## src/rtl/vga_pkg.sv

```systemverilog
// Shared frame-buffer definitions: geometry, pixel type, read tags, arbiter states.
package vga_pkg;
    localparam int VGA_FB_W     = 160;
    localparam int VGA_FB_H     = 120;
    localparam int VGA_FB_WORDS = VGA_FB_W * VGA_FB_H;
    localparam int VGA_ADDR_W   = 15;
    localparam int VGA_PIX_W    = 3;

    typedef logic [VGA_PIX_W-1:0] pixel_t;

    typedef enum logic [1:0] {
        TAG_NONE = 2'd0,
        TAG_DISP = 2'd1,
        TAG_DRAW = 2'd2
    } rd_tag_e;

    typedef enum logic {
        ST_IDLE  = 1'b0,
        ST_CLEAR = 1'b1
    } arb_state_e;
endpackage

```

## src/rtl/vga_fb_clear_seq.sv

```systemverilog
// Clear sequencer: walks a pointer over 0..FB_WORDS-1, advancing only on
// cycles the arbiter grants it a RAM slot. Start requests while busy are ignored.
module vga_fb_clear_seq
    import vga_pkg::*;
#(
    parameter int ADDR_W   = VGA_ADDR_W,
    parameter int FB_WORDS = VGA_FB_WORDS
) (
    input  logic              clk,
    input  logic              rst,
    input  logic              i_start,
    input  logic              i_gnt,
    output logic [ADDR_W-1:0] o_ptr,
    output logic              o_busy
);
    localparam logic [ADDR_W-1:0] LAST = ADDR_W'(FB_WORDS - 1);

    arb_state_e        r_state, w_state_nx;
    logic [ADDR_W-1:0] r_ptr, w_ptr_nx;

    // State and pointer registers
    always_ff @(posedge clk or posedge rst) begin
        if (rst) begin
            r_state <= ST_IDLE;
            r_ptr   <= '0;
        end else begin
            r_state <= w_state_nx;
            r_ptr   <= w_ptr_nx;
        end
    end

    // Next state: load pointer on start, step on grant, finish after last word
    always_comb begin
        w_state_nx = r_state;
        w_ptr_nx   = r_ptr;
        case (r_state)
            ST_IDLE: begin
                if (i_start) begin
                    w_state_nx = ST_CLEAR;
                    w_ptr_nx   = '0;
                end
            end
            ST_CLEAR: begin
                if (i_gnt) begin
                    if (r_ptr == LAST) begin
                        w_state_nx = ST_IDLE;
                        w_ptr_nx   = '0;
                    end else begin
                        w_ptr_nx = r_ptr + 1'b1;
                    end
                end
            end
        endcase
    end

    assign o_ptr  = r_ptr;
    assign o_busy = (r_state == ST_CLEAR);
endmodule

```

## src/rtl/vga_fb_arbiter.sv

```systemverilog
// Single-port frame-buffer arbiter: display > clear > draw, one RAM access per cycle.
// Optional draw readback enabled by defining VGA_FB_READBACK_EN.
module vga_fb_arbiter
    import vga_pkg::*;
#(
    parameter int                ADDR_W      = VGA_ADDR_W,
    parameter int                DATA_W      = VGA_PIX_W,
    parameter int                FB_WORDS    = VGA_FB_WORDS,
    parameter logic [DATA_W-1:0] CLEAR_VALUE = '0
) (
    input  logic              clk,
    input  logic              rst,
    input  logic              disp_req,
    input  logic [ADDR_W-1:0] disp_addr,
    output logic              disp_valid,
    output logic [DATA_W-1:0] disp_data,
    input  logic              draw_valid,
    output logic              draw_ready,
    input  logic              draw_we,
    input  logic [ADDR_W-1:0] draw_addr,
    input  logic [DATA_W-1:0] draw_wdata,
    output logic              draw_rvalid,
    output logic [DATA_W-1:0] draw_rdata,
    input  logic              clear_start,
    output logic              clear_busy,
    output logic [15:0]       stall_cnt,
    output logic [ADDR_W-1:0] ram_addr,
    output logic              ram_we,
    output logic [DATA_W-1:0] ram_wdata,
    input  logic [DATA_W-1:0] ram_rdata
);
    localparam logic [ADDR_W:0] FB_LIM = (ADDR_W+1)'(FB_WORDS);

    logic              w_clr_busy, w_clr_gnt, w_xfer, w_in_rng, w_draw_wr, w_draw_rd;
    logic [ADDR_W-1:0] w_clr_ptr;
    logic [ADDR_W-1:0] r_ram_addr;
    logic              r_ram_we;
    logic [DATA_W-1:0] r_ram_wdata;
    rd_tag_e           r_tag0, r_tag1;
    logic              r_disp_valid;
    logic [DATA_W-1:0] r_disp_data;
    logic [15:0]       r_stall;

    vga_fb_clear_seq #(.ADDR_W(ADDR_W), .FB_WORDS(FB_WORDS)) u_clr (
        .clk    (clk),
        .rst    (rst),
        .i_start(clear_start),
        .i_gnt  (w_clr_gnt),
        .o_ptr  (w_clr_ptr),
        .o_busy (w_clr_busy)
    );

    assign draw_ready = !disp_req && !w_clr_busy;
    assign w_xfer     = draw_valid && draw_ready;
    assign w_clr_gnt  = w_clr_busy && !disp_req;
    assign w_in_rng   = ({1'b0, draw_addr} < FB_LIM);

`ifdef VGA_FB_READBACK_EN
    assign w_draw_wr = w_xfer && draw_we;
    assign w_draw_rd = w_xfer && !draw_we;
`else
    logic w_unused_we;
    assign w_unused_we = draw_we;
    assign w_draw_wr   = w_xfer;
    assign w_draw_rd   = 1'b0;
`endif

    // RAM command register; address/data hold when nothing is granted
    always_ff @(posedge clk or posedge rst) begin
        if (rst) begin
            r_ram_addr  <= '0;
            r_ram_we    <= 1'b0;
            r_ram_wdata <= '0;
        end else begin
            r_ram_we <= 1'b0;
            if (disp_req) begin
                r_ram_addr <= disp_addr;
            end else if (w_clr_gnt) begin
                r_ram_addr  <= w_clr_ptr;
                r_ram_wdata <= CLEAR_VALUE;
                r_ram_we    <= 1'b1;
            end else if (w_xfer) begin
                r_ram_addr <= draw_addr;
                if (w_draw_wr) begin
                    r_ram_wdata <= draw_wdata;
                    r_ram_we    <= w_in_rng;
                end
            end
        end
    end

    // Two-deep tag pipeline aligning each read with its returning data
    always_ff @(posedge clk or posedge rst) begin
        if (rst) begin
            r_tag0 <= TAG_NONE;
            r_tag1 <= TAG_NONE;
        end else begin
            r_tag0 <= disp_req ? TAG_DISP : (w_draw_rd ? TAG_DRAW : TAG_NONE);
            r_tag1 <= r_tag0;
        end
    end

    // Display data capture, fixed three cycles after the request
    always_ff @(posedge clk or posedge rst) begin
        if (rst) begin
            r_disp_valid <= 1'b0;
            r_disp_data  <= '0;
        end else begin
            r_disp_valid <= (r_tag1 == TAG_DISP);
            if (r_tag1 == TAG_DISP) r_disp_data <= ram_rdata;
        end
    end

`ifdef VGA_FB_READBACK_EN
    logic              r_zero0, r_zero1, r_rvalid;
    logic [DATA_W-1:0] r_rdata;

    // Draw readback capture; out-of-range reads return zero
    always_ff @(posedge clk or posedge rst) begin
        if (rst) begin
            r_zero0  <= 1'b0;
            r_zero1  <= 1'b0;
            r_rvalid <= 1'b0;
            r_rdata  <= '0;
        end else begin
            r_zero0  <= !w_in_rng;
            r_zero1  <= r_zero0;
            r_rvalid <= (r_tag1 == TAG_DRAW);
            if (r_tag1 == TAG_DRAW) r_rdata <= r_zero1 ? '0 : ram_rdata;
        end
    end

    assign draw_rvalid = r_rvalid;
    assign draw_rdata  = r_rdata;
`else
    assign draw_rvalid = 1'b0;
    assign draw_rdata  = '0;
`endif

    // Saturating count of stalled draw cycles
    always_ff @(posedge clk or posedge rst) begin
        if (rst)                                          r_stall <= '0;
        else if (draw_valid && !draw_ready && r_stall != 16'hFFFF) r_stall <= r_stall + 16'd1;
    end

    assign disp_valid = r_disp_valid;
    assign disp_data  = r_disp_data;
    assign clear_busy = w_clr_busy;
    assign stall_cnt  = r_stall;
    assign ram_addr   = r_ram_addr;
    assign ram_we     = r_ram_we;
    assign ram_wdata  = r_ram_wdata;
endmodule
```

## config.mk

```make
export PLATFORM = sky130hd
export DESIGN_NAME = vga_fb_arbiter
export DESIGN_NICKNAME = d
export VERILOG_FILES = /design/src/rtl/vga_pkg.sv /design/src/rtl/vga_fb_clear_seq.sv /design/src/rtl/vga_fb_arbiter.sv
export SDC_FILE = /design/constraint.sdc
export NUM_CORES = 1
export LEC_CHECK = 0
export CORE_MARGIN = 1.5
export CORE_UTILIZATION = 56
export CTS_CLUSTER_SIZE = 25
export DETAILED_ROUTE_END_ITERATION = 7
export DONT_BUFFER_PORTS = 1
export GPL_TIMING_DRIVEN = 0
export HOLD_SLACK_MARGIN = 0.03
export PLACE_DENSITY_LB_ADDON = 0.05
export RECOVER_POWER = 25
export SLEW_MARGIN = 10
export SYNTH_ARGS = -nofsm -noshare
export SYNTH_HDL_FRONTEND = slang
export SYNTH_SLANG_ARGS = --single-unit
```

## constraint.sdc

```tcl
create_clock -name clk -period 4.74 [get_ports clk]
set_clock_uncertainty 0.15 [all_clocks]
set_input_delay 0.948 -clock clk [delete_from_list [all_inputs] [get_ports clk]]
set_output_delay 0.948 -clock clk [all_outputs]
set_load 0.02 [all_outputs]
```

## Yosys cells after proc, flatten, opt, wreduce, memory -nomap -nowiden

Index checks and enable logic that the tools add are counted.

- Add/subtract/negate cells: 2
- Magnitude comparators: 1
- Equal/unequal tests: 5
- Multiplexer cells: 17
- Bitwise logic cells: 2
- Reduce and logical (&&, ||, !) cells: 12

Operators with widths:

| cell | count |
|---|---|
| 15-bit 2-to-1 mux | 6 |
| 15-bit one-hot mux with 2 select lines | 1 |
| 16-bit by 1-bit adder with 16-bit output, second input constant | 1 |
| 16-bit inequality test, second input constant | 1 |
| 15-bit by 1-bit adder with 15-bit output, second input constant | 1 |
| 15-bit equality test, second input constant | 1 |
| 15-bit < comparator, second input constant | 1 |
| 1-bit 2-to-1 mux | 7 |
| 3-bit 2-to-1 mux | 2 |
| 1-bit logical AND | 5 |
| 2-bit AND reduction | 2 |
| 1-bit logical NOT | 3 |
| 3-bit nonzero test | 1 |
| 2-bit by 1-bit inequality test with 1-bit output, second input constant | 1 |
| 2-bit inequality test, second input constant | 1 |
| 1-bit NOT | 2 |
| 1-bit one-hot mux with 2 select lines | 1 |
| 2-bit nonzero test | 1 |
| 1-bit equality test, second input constant | 1 |

- Flip-flop bits (word level): 57
- Word-level logic and storage cells: 49

## Logic depth before layout (Yosys ltp)

Gate-level depths: netlist of the first run.

- Depth in word-level cells: 6
- Depth in mapped cells: 6

## Cells and area by module

A second synthesis of the first run with hierarchy kept.

- Cell total of the unflattened synthesis: 291
- Area total of the unflattened synthesis: 2902.8 um2

By module, submodules not included:

| module | instances | cells an instance | area an instance (um2) |
|---|---|---|---|
| vga_fb_arbiter | 1 | 190 | 1953.1 |
| vga_fb_clear_seq | 1 | 101 | 949.7 |

## Worst setup path before layout of the first run

No wires, ideal clock.

- Path type: in2out
- Start point: input disp_req
- End point: output draw_ready
- Arrival time: 1658 ps
- Setup slack: 1984 ps
- Cell stages on the path: 3
- Path buffers: 2
- Path through: clkbuf_1 > clkbuf_1 > nor2_1

- Longest elaborated chain between the ends: 2

Ends and longest elaborated chain:

| element | line | source |
|---|---|---|
| from (decl) | vga_fb_arbiter.sv:13 | `input logic disp_req,` |
| 1-bit logical NOT | vga_fb_arbiter.sv:53 | `assign draw_ready = !disp_req && !w_clr_busy;` |
| 1-bit logical AND | vga_fb_arbiter.sv:53 |  |
| to (decl) | vga_fb_arbiter.sv:18 | `output logic draw_ready,` |

Every way passes these cells.

## Worst setup path after layout of the first run

Same ends and word-level chain as after synthesis.

==> results.ini, run 1 <==
[clocking]
cts_tree = done
cts_buffer_depth = 2
htreeDepth = 3
cts_root_buffer = clkbuf_8
cts_made_buffers = 9
hold_buffers = 0
ctsResizeCount = 0
cts.sinks = 57
clkTransAtPathRegs_ns = 0.07
clk_latency_ns = 0.34
cts_setup_buffers = 0

[worst_hold_path]
worstHoldStart = r_tag0[0]
whs_endpoint = r_tag1[0]
min_path_type = flip-flop to flip-flop
whs_path_depth = 0

[placement]
pre_cts_ws_ns = 1.706
gp_congestion = 0.8669
hpwl_um = 5344
port-buffer-count = 0

[critical_path]
crit_path_end_kind = output port
cp_max_fo = 10
required_ns = 3.64
regToRegSetupSlack_ns = 2.55
start_kind = input pin
worstPathArrival_ns = 1.92
worstSetupPathType = input pin to output port
reg2reg_depth = 6
reg2reg_from = u_clr.o_busy
r2r-end = ram_addr[10]

[power_and_ir_drop]
p_comb_frac = 0.151
switching_power_mw = 0.5017
swShare = 0.3395
internal-power_mw = 0.9759
seqPwrFrac = 0.503
clockPowerShare = 0.345
powerDensity_nw_per_um2 = 440.1
power.leakage_nw = 1.446
irDropWorstVdd_mv = 0.2714

[job]
max_cap_violations = 1

[yosys]
seq_area_frac_synth = 0.4701
ys_ff_latch = 57
syn_inst = 332
synth.distinct_cells = 50
synth.cell_area_um2 = 3034
yosys_warnings = 0
syn_avg_cell_area_um2 = 9.139

[routing]
first_pass_iters = 4
vias = 2533
drt-total-wl_um = 7197
wl_per_cell_um = 17.05
drtIter0Drc = 131
via_per_inst = 6.002
remaining_drc_errors = 0
ant_nets = 0

[grt]
grt.total_usage = 0.2589
grt_max_degree = 33
antenna_found_initial = 0
grt_pass1_vias = 2388
grt_pass1_wl_um = 11900
grt-ovfl-total = 0

[layout]
n_antenna_cell = 0
fin_nets = 391
layout-area-overhead-vs-synth_pct = 10.64
final_util = 0.6490
post_route_cells_drive_above_1_share = 0.09659

[floorplan]
core_um2 = 5172
die_w_um = 76.61
ios = 87
rows = 26
initial_utilization = 0.5866
dieArea_um2 = 5869
die_h_um = 76.61

[timing]
fin_crit_sh = 0.6369
fin_ws_ns = 1.721
worst_pin_slew_ns = 1.670
rsz0062_at_grt = false
setup_viol = 0
setup_tns_ns = 0
slew_headroom = -0.1135
finalHoldViolCount = 0
fmax_ghz = 0.3313
period_minus_slack_ns = 3.019
slew_viol_final = 33

[status]
status = finished with violations
violations = capacitance limit, slew limit

[power by group through the flow]
stage	Combinational (mW)	Clock, mW	Sequential (mW)
floorplan	0.183	0	0.723
global placement	0.217	0	0.748
detailed placement	0.225	0	0.753
CTS	0.227	0.516	0.744
global route	0.259	0.531	0.758
finish	0.224	0.510	0.744
[how the worst max path moves through the flow]
stage,end,from,depth (start not counted)
after floorplan,draw_ready,disp_req,3
after global placement,u_clr.o_ptr[12],rst,1
after detailed placement,draw_ready,disp_req,3
after CTS,draw_ready,disp_req,3
after global routing,stall_cnt[1],rst,2
final,draw_ready,disp_req,3
[worst max-delay path: stages]
cell      delay [ns]
clkbuf_1        0.31
clkbuf_1        0.42
nor2_1          0.23
[flip-flops by register name, indices dropped and copies added (netlist names)]
name and flops:
disp_data 3, disp_valid 1, r_tag0 1, r_tag1 1, ram_addr 15, ram_wdata 3, ram_we 1, stall_cnt 16
u_clr.o_busy 1, u_clr.o_ptr 15
[cell families (layout without fill, tap and decap cells)]
| family | count (synthesis) | after routing | synth area share |
|---|---|---|---|
| AO/OA/AOI/OAI | 74 | 74 | 0.1711 |
| adder cells (fa/ha/maj) | 2 | 2 | 0.008246 |
| XOR/XNOR | 19 | 19 | 0.05485 |
| buffers and inverters | 42 | 59 | 0.06103 |
| multiplexers | 5 | 5 | 0.01856 |
| other | 1 | 4 | 0.001236 |
| AND/OR/NAND/NOR | 132 | 132 | 0.2149 |
| flip-flops | 57 | 57 | 0.4701 |
[cell usage in the layout (no fill, tap or decap), drive strengths merged, types with 7 or more instances in the layout]
master	n
o21ai	9
xor2	12
dfrtp	57
xnor2	7
buf	8
a21oi	25
nand3	12
nor3	11
nand2	14
nor4	7
inv	20
a211oi	7
clkbuf	26
nor2	59
a221oi	14
[cell usage after synthesis (all sizes together)]
master | count | area (µm²)
nor2 | 59 | 224.0
nor3 | 11 | 60.06
or2 | 3 | 18.78
inv | 20 | 75.07
nand4 | 5 | 31.28
o31a | 5 | 43.79
nor4 | 7 | 58.81
or4 | 1 | 7.510
conb | 1 | 3.750
a21o | 1 | 7.510
o21ai | 9 | 48.80
nand2b | 3 | 18.77
dfrtp | 57 | 1426
o2111a | 1 | 11.26
and3 | 2 | 12.51
o2111ai | 2 | 17.52
nand2 | 14 | 52.55
clkbuf | 14 | 52.55
ha | 2 | 25.02
xnor2 | 7 | 61.31
a21oi | 25 | 125.1
buf | 8 | 57.55
or4b | 2 | 23.77
mux2 | 5 | 56.30
nor2b | 6 | 37.54
o31ai | 3 | 27.52
or3 | 5 | 31.28
a221oi | 14 | 122.6
a311oi | 1 | 8.760
nor3b | 2 | 15.01
o41ai | 1 | 8.760
a211oi | 7 | 52.55
xor2 | 12 | 105.1
o22a | 1 | 8.760
a22o | 2 | 17.52
a2111oi | 2 | 18.77
nand3 | 12 | 60.06
[area by class of cell]
class | count | area [µm²]
Timing Repair Buffer | 1 | 3.754
Clock buffer | 11 | 141.4
Fill cell | 441 | 1815
Clock inverter | 5 | 78.83
Multi-Input combinational cell | 236 | 1434
Inverter | 20 | 75.07
Buffer | 22 | 110.1
Tap cell | 70 | 87.58
Sequential cell | 57 | 1426
[stage by stage]
step	power [mW]	hold WS [ns]	cell area, µm²	instances
2_1_floorplan	0.9063	0.1812	3045	335
3_3_place_gp	0.9652	0.1830	3133	405
3_5_place_dp	0.9784	0.1864	3153	406
4_1_cts	1.487	0.2018	3373	422
5_1_grt	1.548	0.2129	3357	422
6_report	1.478	0.1987	3357	422
[per-layer routing]
| metal | track usage | wire, µm | vias up |
|---|---|---|---|
| met5 | 0 | 0 | - |
| met4 | 0.1259 | 142 | 0 |
| met3 | 0.05389 | 489 | 14 |
| met2 | 0.3929 | 3293 | 95 |
| met1 | 0.3526 | 3271 | 1221 |
| li1 | - | - | 1203 |
(Power assumes the default switching activity.)
==> run 2: changes to the inputs <==
--- a/config.mk
+++ b/config.mk
@@ -5,6 +5,7 @@
 export SDC_FILE = /design/constraint.sdc
 export NUM_CORES = 1
 export LEC_CHECK = 0
+export ABC_AREA = 1
 export CORE_MARGIN = 1.5
 export CORE_UTILIZATION = 56
 export CTS_CLUSTER_SIZE = 25
==> constraint.sdc (replaced) <==
create_clock -name clk -period 2.8 [get_ports clk]
set_clock_uncertainty 0.15 [all_clocks]
set_input_delay 0.56 -clock clk [delete_from_list [all_inputs] [get_ports clk]]
set_output_delay 0.56 -clock clk [all_outputs]
set_load 0.02 [all_outputs]
==> results.ini, run 2 <==
[layout]
nFillCells = 483
final_cell_mix = 158 x nand2_1, 57 x dfrtp_1, 53 x nor2_1
multi_input_area_um2 = 1538
layout-area-overhead-vs-synth_pct = 11.63
largest_reg_flops = 16
post_route_cells_drive_above_1_share = 0.1065
n_antenna_cell = 0
layout_commonest_cell = nand2_1
fin_nets = 471
seq_area_um2 = 1426
final_util = 0.6408

[routing]
first_pass_iters = 5
vias = 2743
via_per_inst = 5.442
drt-total-wl_um = 7342
wl_per_cell_um = 14.57
ant_nets = 0
remaining_drc_errors = 0
drtIter0Drc = 135

[clocking]
cts.sinks = 57
cts_tree = done
clk_latency_ns = 0.34
hold_buffers = 0
clkTransAtPathRegs_ns = 0.07
ctsResizeCount = 0
cts_setup_buffers = 0
cts_made_buffers = 9
cts_buffer_depth = 2
htreeDepth = 3
cts_root_buffer = clkbuf_8

[grt]
antenna_found_initial = 0
grt_pass1_vias = 2667
grt_max_degree = 34
grt-ovfl-total = 0
grt_pass1_wl_um = 12660
grt.total_usage = 0.2687

[status]
status = completed

[timing]
setup_tns_ns = 0
worst_pin_slew_ns = 1.299
whs_ns = 0.09869
slew_viol_final = 0
slew_headroom = 0.1334
fin_crit_sh = 0.8145
fin_ws_ns = 0.5194
rsz0062_at_grt = false
period_minus_slack_ns = 2.281
finalHoldViolCount = 0
fmax_ghz = 0.4385
setup_viol = 0

[critical_path]
worstPathArrival_ns = 1.57
reg2reg_depth = 8
required_ns = 2.09
cp_max_fo = 10
crit_slowest_cell = dfrtp_1
worstSetupPathType = flip-flop to output port
worstPathCellList = nor2_4, buf_2
slowest_delay_ns = 0.56
crit_path_end_kind = output port
start_kind = flip-flop

[power_and_ir_drop]
powerDensity_nw_per_um2 = 677.5
irDropWorstVdd_mv = 0.3533
totalPowerFinal_mw = 2.376
power.leakage_nw = 1.606

[floorplan]
die_h_um = 77.90
rows = 27
die_w_um = 77.90
dieArea_um2 = 6068
ios = 87
initial_utilization = 0.5741
core_um2 = 5473

[placement]
hpwl_um = 5485
pre_cts_ws_ns = 0.7865
port-buffer-count = 0
gp_congestion = 0.9375

[yosys]
synthMostInstantiatedCell = nand2_1
yosys-top-cells-count = 158 x nand2_1, 57 x dfrtp_1, 53 x nor2_1
synth.top_cell.area_share = 0.4540
netlist_top_cells_area = dfrtp_1 45%, nand2_1 19%, nor2_1 6.3%
ys_ff_latch = 57
synthFlopType = dfrtp_1
synth_edf_count = 0
syn_avg_cell_area_um2 = 7.626
yosys_warnings = 0
async_flop_share = 1.000
synth.cell_area_um2 = 3142
seq_area_frac_synth = 0.4540
synth_area_leader_cell = dfrtp_1
syn_inst = 412
synth.distinct_cells = 31

[job]
max_cap_violations = 0

[worst_hold_path]
whs_path_depth = 0
min_path_type = input pin to flip-flop

-- run 2: cell types whose count changed in the layout (fill, tap and decap cells not counted), moves of 6 or more --
cell      before  now
nor2b_1        6    0
nor3_1        10    0
a221oi_1      14    0
clkbuf_1      16    4
a21oi_1       25    1
a211oi_1       7    0
nand3_1       12   18
o21ai_0        6   21
a31oi_1        0   11
nor4_1         6    0
nand2_1       14  158
-- run 2: power by group --
part / switching [mW] / internal, mW / leakage [nW]
Combinational: 0.168 / 0.117 / 0.744
Sequential: 0.219 / 0.921 / 0.742
Clock: 0.336 / 0.614 / 0.120
-- run 2: final timing paths --
check	startpoint	slack [ns]	to
max reg2reg	stall_cnt[1]	0.83	stall_cnt[9]
max in group asynchronous	rst	1.40	ram_addr[1]
min reg2reg	r_tag0[0]	0.20	r_tag1[0]
min in group asynchronous	rst	0.33	stall_cnt[0]
min	disp_req	0.1	r_tag0[0]
max	u_clr.o_busy	0.52	draw_ready
-- run 2: cells by family after synthesis --
| family | count (synthesis) | synth area share |
|---|---|---|
| buffers and inverters | 40 | 0.06014 |
| and+or+nand+nor | 252 | 0.3385 |
| AOI/OAI and AO/OA | 42 | 0.08562 |
| muxes | 3 | 0.01075 |
| adders and majority gates | 2 | 0.007964 |
| xor gates and xnor gates | 15 | 0.04182 |
| DFF | 57 | 0.4540 |
| other | 1 | 0.001194 |
-- run 2: cell type report --
class	instances	share of cell area
multi-input cells	318	0.4385
flip-flops and latches	57	0.4067
clock buffers	11	0.04031
clock inverters	5	0.02925
inverters	27	0.02925
well taps	72	0.02569
plain buffers	13	0.02462
repair buffers	1	0.005708
-- run 2: layer usage --
layer / part of all wire / GRT usage
met2: 0.51 / 0.4400
met5: 0 / 0
met3: 0.076 / 0.1035
met4: 0.010 / 0.1089
met1: 0.41 / 0.3161
-- run 2: through the flow --
stage	instance area (µm²)	instances
2_1_floorplan	3153	415
3_3_place_gp	3243	487
3_5_place_dp	3263	488
4_1_cts	3507	504
5_1_grt	3507	504
6_report	3507	504
-- run 2: worst max-delay path, delay by kind of cell (launching register included) --
kind	cells	cell delay (ns)
flip-flops	1	0.56
buffers and inverters	1	0.32
AND/OR/NAND/NOR	1	0.35
==> run 3: changes to the inputs <==
--- a/config.mk
+++ b/config.mk
@@ -5,7 +5,7 @@
 export SDC_FILE = /design/constraint.sdc
 export NUM_CORES = 1
 export LEC_CHECK = 0
-export ABC_AREA = 1
+export ABC_AREA = 0
 export CORE_MARGIN = 1.5
 export CORE_UTILIZATION = 56
 export CTS_CLUSTER_SIZE = 25
==> constraint.sdc (replaced) <==
create_clock -name clk -period 2.2 [get_ports clk]
set_clock_uncertainty 0.15 [all_clocks]
set_input_delay 0.44 -clock clk [delete_from_list [all_inputs] [get_ports clk]]
set_output_delay 0.44 -clock clk [all_outputs]
set_load 0.02 [all_outputs]
==> results.ini, run 3 (synthesis gave the netlist of run 1 again) <==
[clocking]
cts_root_buffer = clkbuf_8
cts_tree = done
cts.sinks = 57
clkTransAtPathRegs_ns = 0.07
cts_buffer_depth = 2
cts_made_buffers = 9
htreeDepth = 3
clk_latency_ns = 0.34

[routing]
ant_nets = 0
wl_per_cell_um = 17.02
drt-total-wl_um = 7215
first_pass_iters = 4
vias = 2536
via_per_inst = 5.981
drtIter0Drc = 125
remaining_drc_errors = 0

[timing]
slew_headroom = 0.3031
fin_ws_ns = 0.1071
fmax_ghz = 0.4778
worst_pin_slew_ns = 1.044
period_minus_slack_ns = 2.093
setup_viol = 0
finalHoldViolCount = 0
fin_crit_sh = 0.9513
whs_ns = 0.1045
setup_tns_ns = 0
rsz0062_at_grt = false
slew_viol_final = 0

[critical_path]
worstSetupPathType = flip-flop to output port
worstPathArrival_ns = 1.50
required_ns = 1.61
crit_path_end_kind = output port
cp_max_fo = 10
start_kind = flip-flop

[grt]
grt-ovfl-total = 0
grt_max_degree = 33
grt.total_usage = 0.2597
grt_pass1_wl_um = 11940
antenna_found_initial = 0
grt_pass1_vias = 2408

[power_and_ir_drop]
swShare = 0.3400
seqPwrFrac = 0.501
switching_power_mw = 1.087
clockPowerShare = 0.345
powerDensity_nw_per_um2 = 937.4
irDropWorstVdd_mv = 0.5855
power.leakage_nw = 1.470
internal-power_mw = 2.111
p_comb_frac = 0.155

[placement]
port-buffer-count = 0
gp_congestion = 0.8669
pre_cts_ws_ns = 0.0009088
hpwl_um = 5344

[layout]
nFillCells = 432
n_antenna_cell = 0
largest_reg_flops = 16
final_cell_mix = 57 x nor2_1, 56 x dfrtp_1, 25 x a21oi_1
layout-area-overhead-vs-synth_pct = 12.45
layout_commonest_cell = nor2_1
post_route_cells_drive_above_1_share = 0.1158
fin_nets = 393

[floorplan]
ios = 87
die_w_um = 76.61
rows = 26
initial_utilization = 0.5866
core_um2 = 5172
die_h_um = 76.61
dieArea_um2 = 5869

[job]
max_cap_violations = 0

[status]
status = completed

[worst_hold_path]
min_path_type = input pin to flip-flop

==> run 3: changes by cell type in the layout (fill, tap and decap cells not counted), moves of 6 or more <==
cell      change
a21oi_1      +24
a31oi_1      -11
nand2_1     -144
nand3_1       -6
a221oi_1     +14
clkbuf_1      +7
a211oi_1      +7
nor3_1       +10
nor2b_1       +6
o21ai_0      -15
==> run 3: layout make-up <==
type	instances	area [µm²]	area share
clock inverter	5	78.83	0.02310
timing repair buffer	3	40.04	0.01173
inverter	20	75.07	0.02200
sequential	57	1428	0.4184
clock buffer	11	141.4	0.04144
buffer	22	113.9	0.03337
multi-input combinational	236	1448	0.4243
tap	70	87.58	0.02567
==> run 3: critical path, cell delays in order, from the launching register on <==
cell and delay [ns]:
dfrtp_2 0.49, clkbuf_2 0.21, clkbuf_2 0.24, nor2_4 0.23
==> run 3: power by group through the flow <==
stage | clock network, mW | registers (mW) | logic, mW
2_1_floorplan | 0 | 1.56 | 0.394
3_3_place_gp | 0 | 1.61 | 0.467
3_5_place_dp | 0 | 1.62 | 0.486
4_1_cts | 1.11 | 1.60 | 0.492
5_1_grt | 1.14 | 1.63 | 0.570
6_report | 1.10 | 1.60 | 0.495
==> run 3: what timing repair did <==
item	4_1_cts	5_1_grt
hold buffers	2	0
gates resized for setup	4	5
pin swaps	0	1
setup buffers	0	0
endpoints found under the setup margin	2	10
hold endpoints to repair	26	0
==> run 3: worst paths after layout <==
path	end	slack (ns)	start	cells past startpoint
max reg2reg	u_clr.o_ptr[12]	0.11	u_clr.o_ptr[1]	5
min reg2reg	r_tag1[0]	0.20	r_tag0[0]	0
max in group asynchronous	u_clr.o_busy	0.52	rst	3
min in group asynchronous	ram_addr[0]	0.65	rst	2
min	ram_addr[8]	0.10	disp_addr[8]	2
max	draw_ready	0.11	u_clr.o_busy	3
==> run 3: per-layer routing <==
layer,wire (µm),part of all wire,track usage,vias to the layer above
met3,532,0.074,0.05269,16
li1,-,-,-,1206
met4,129,0.018,0.1259,0
met1,3254,0.45,0.3526,1191
met5,0,0,0,-
met2,3298,0.46,0.3964,123
==> run 3: per-stage QoR <==
step | total power [mW] | cells | util | instance area, µm²
6_report | 3.198 | 424 | 0.6597 | 3412
5_1_grt | 3.347 | 424 | 0.6597 | 3412
4_1_cts | 3.208 | 424 | 0.6580 | 3403
3_5_place_dp | 2.108 | 406 | 0.6096 | 3153
3_3_place_gp | 2.080 | 405 | 0.6057 | 3133
2_1_floorplan | 1.953 | 335 | - | 3045
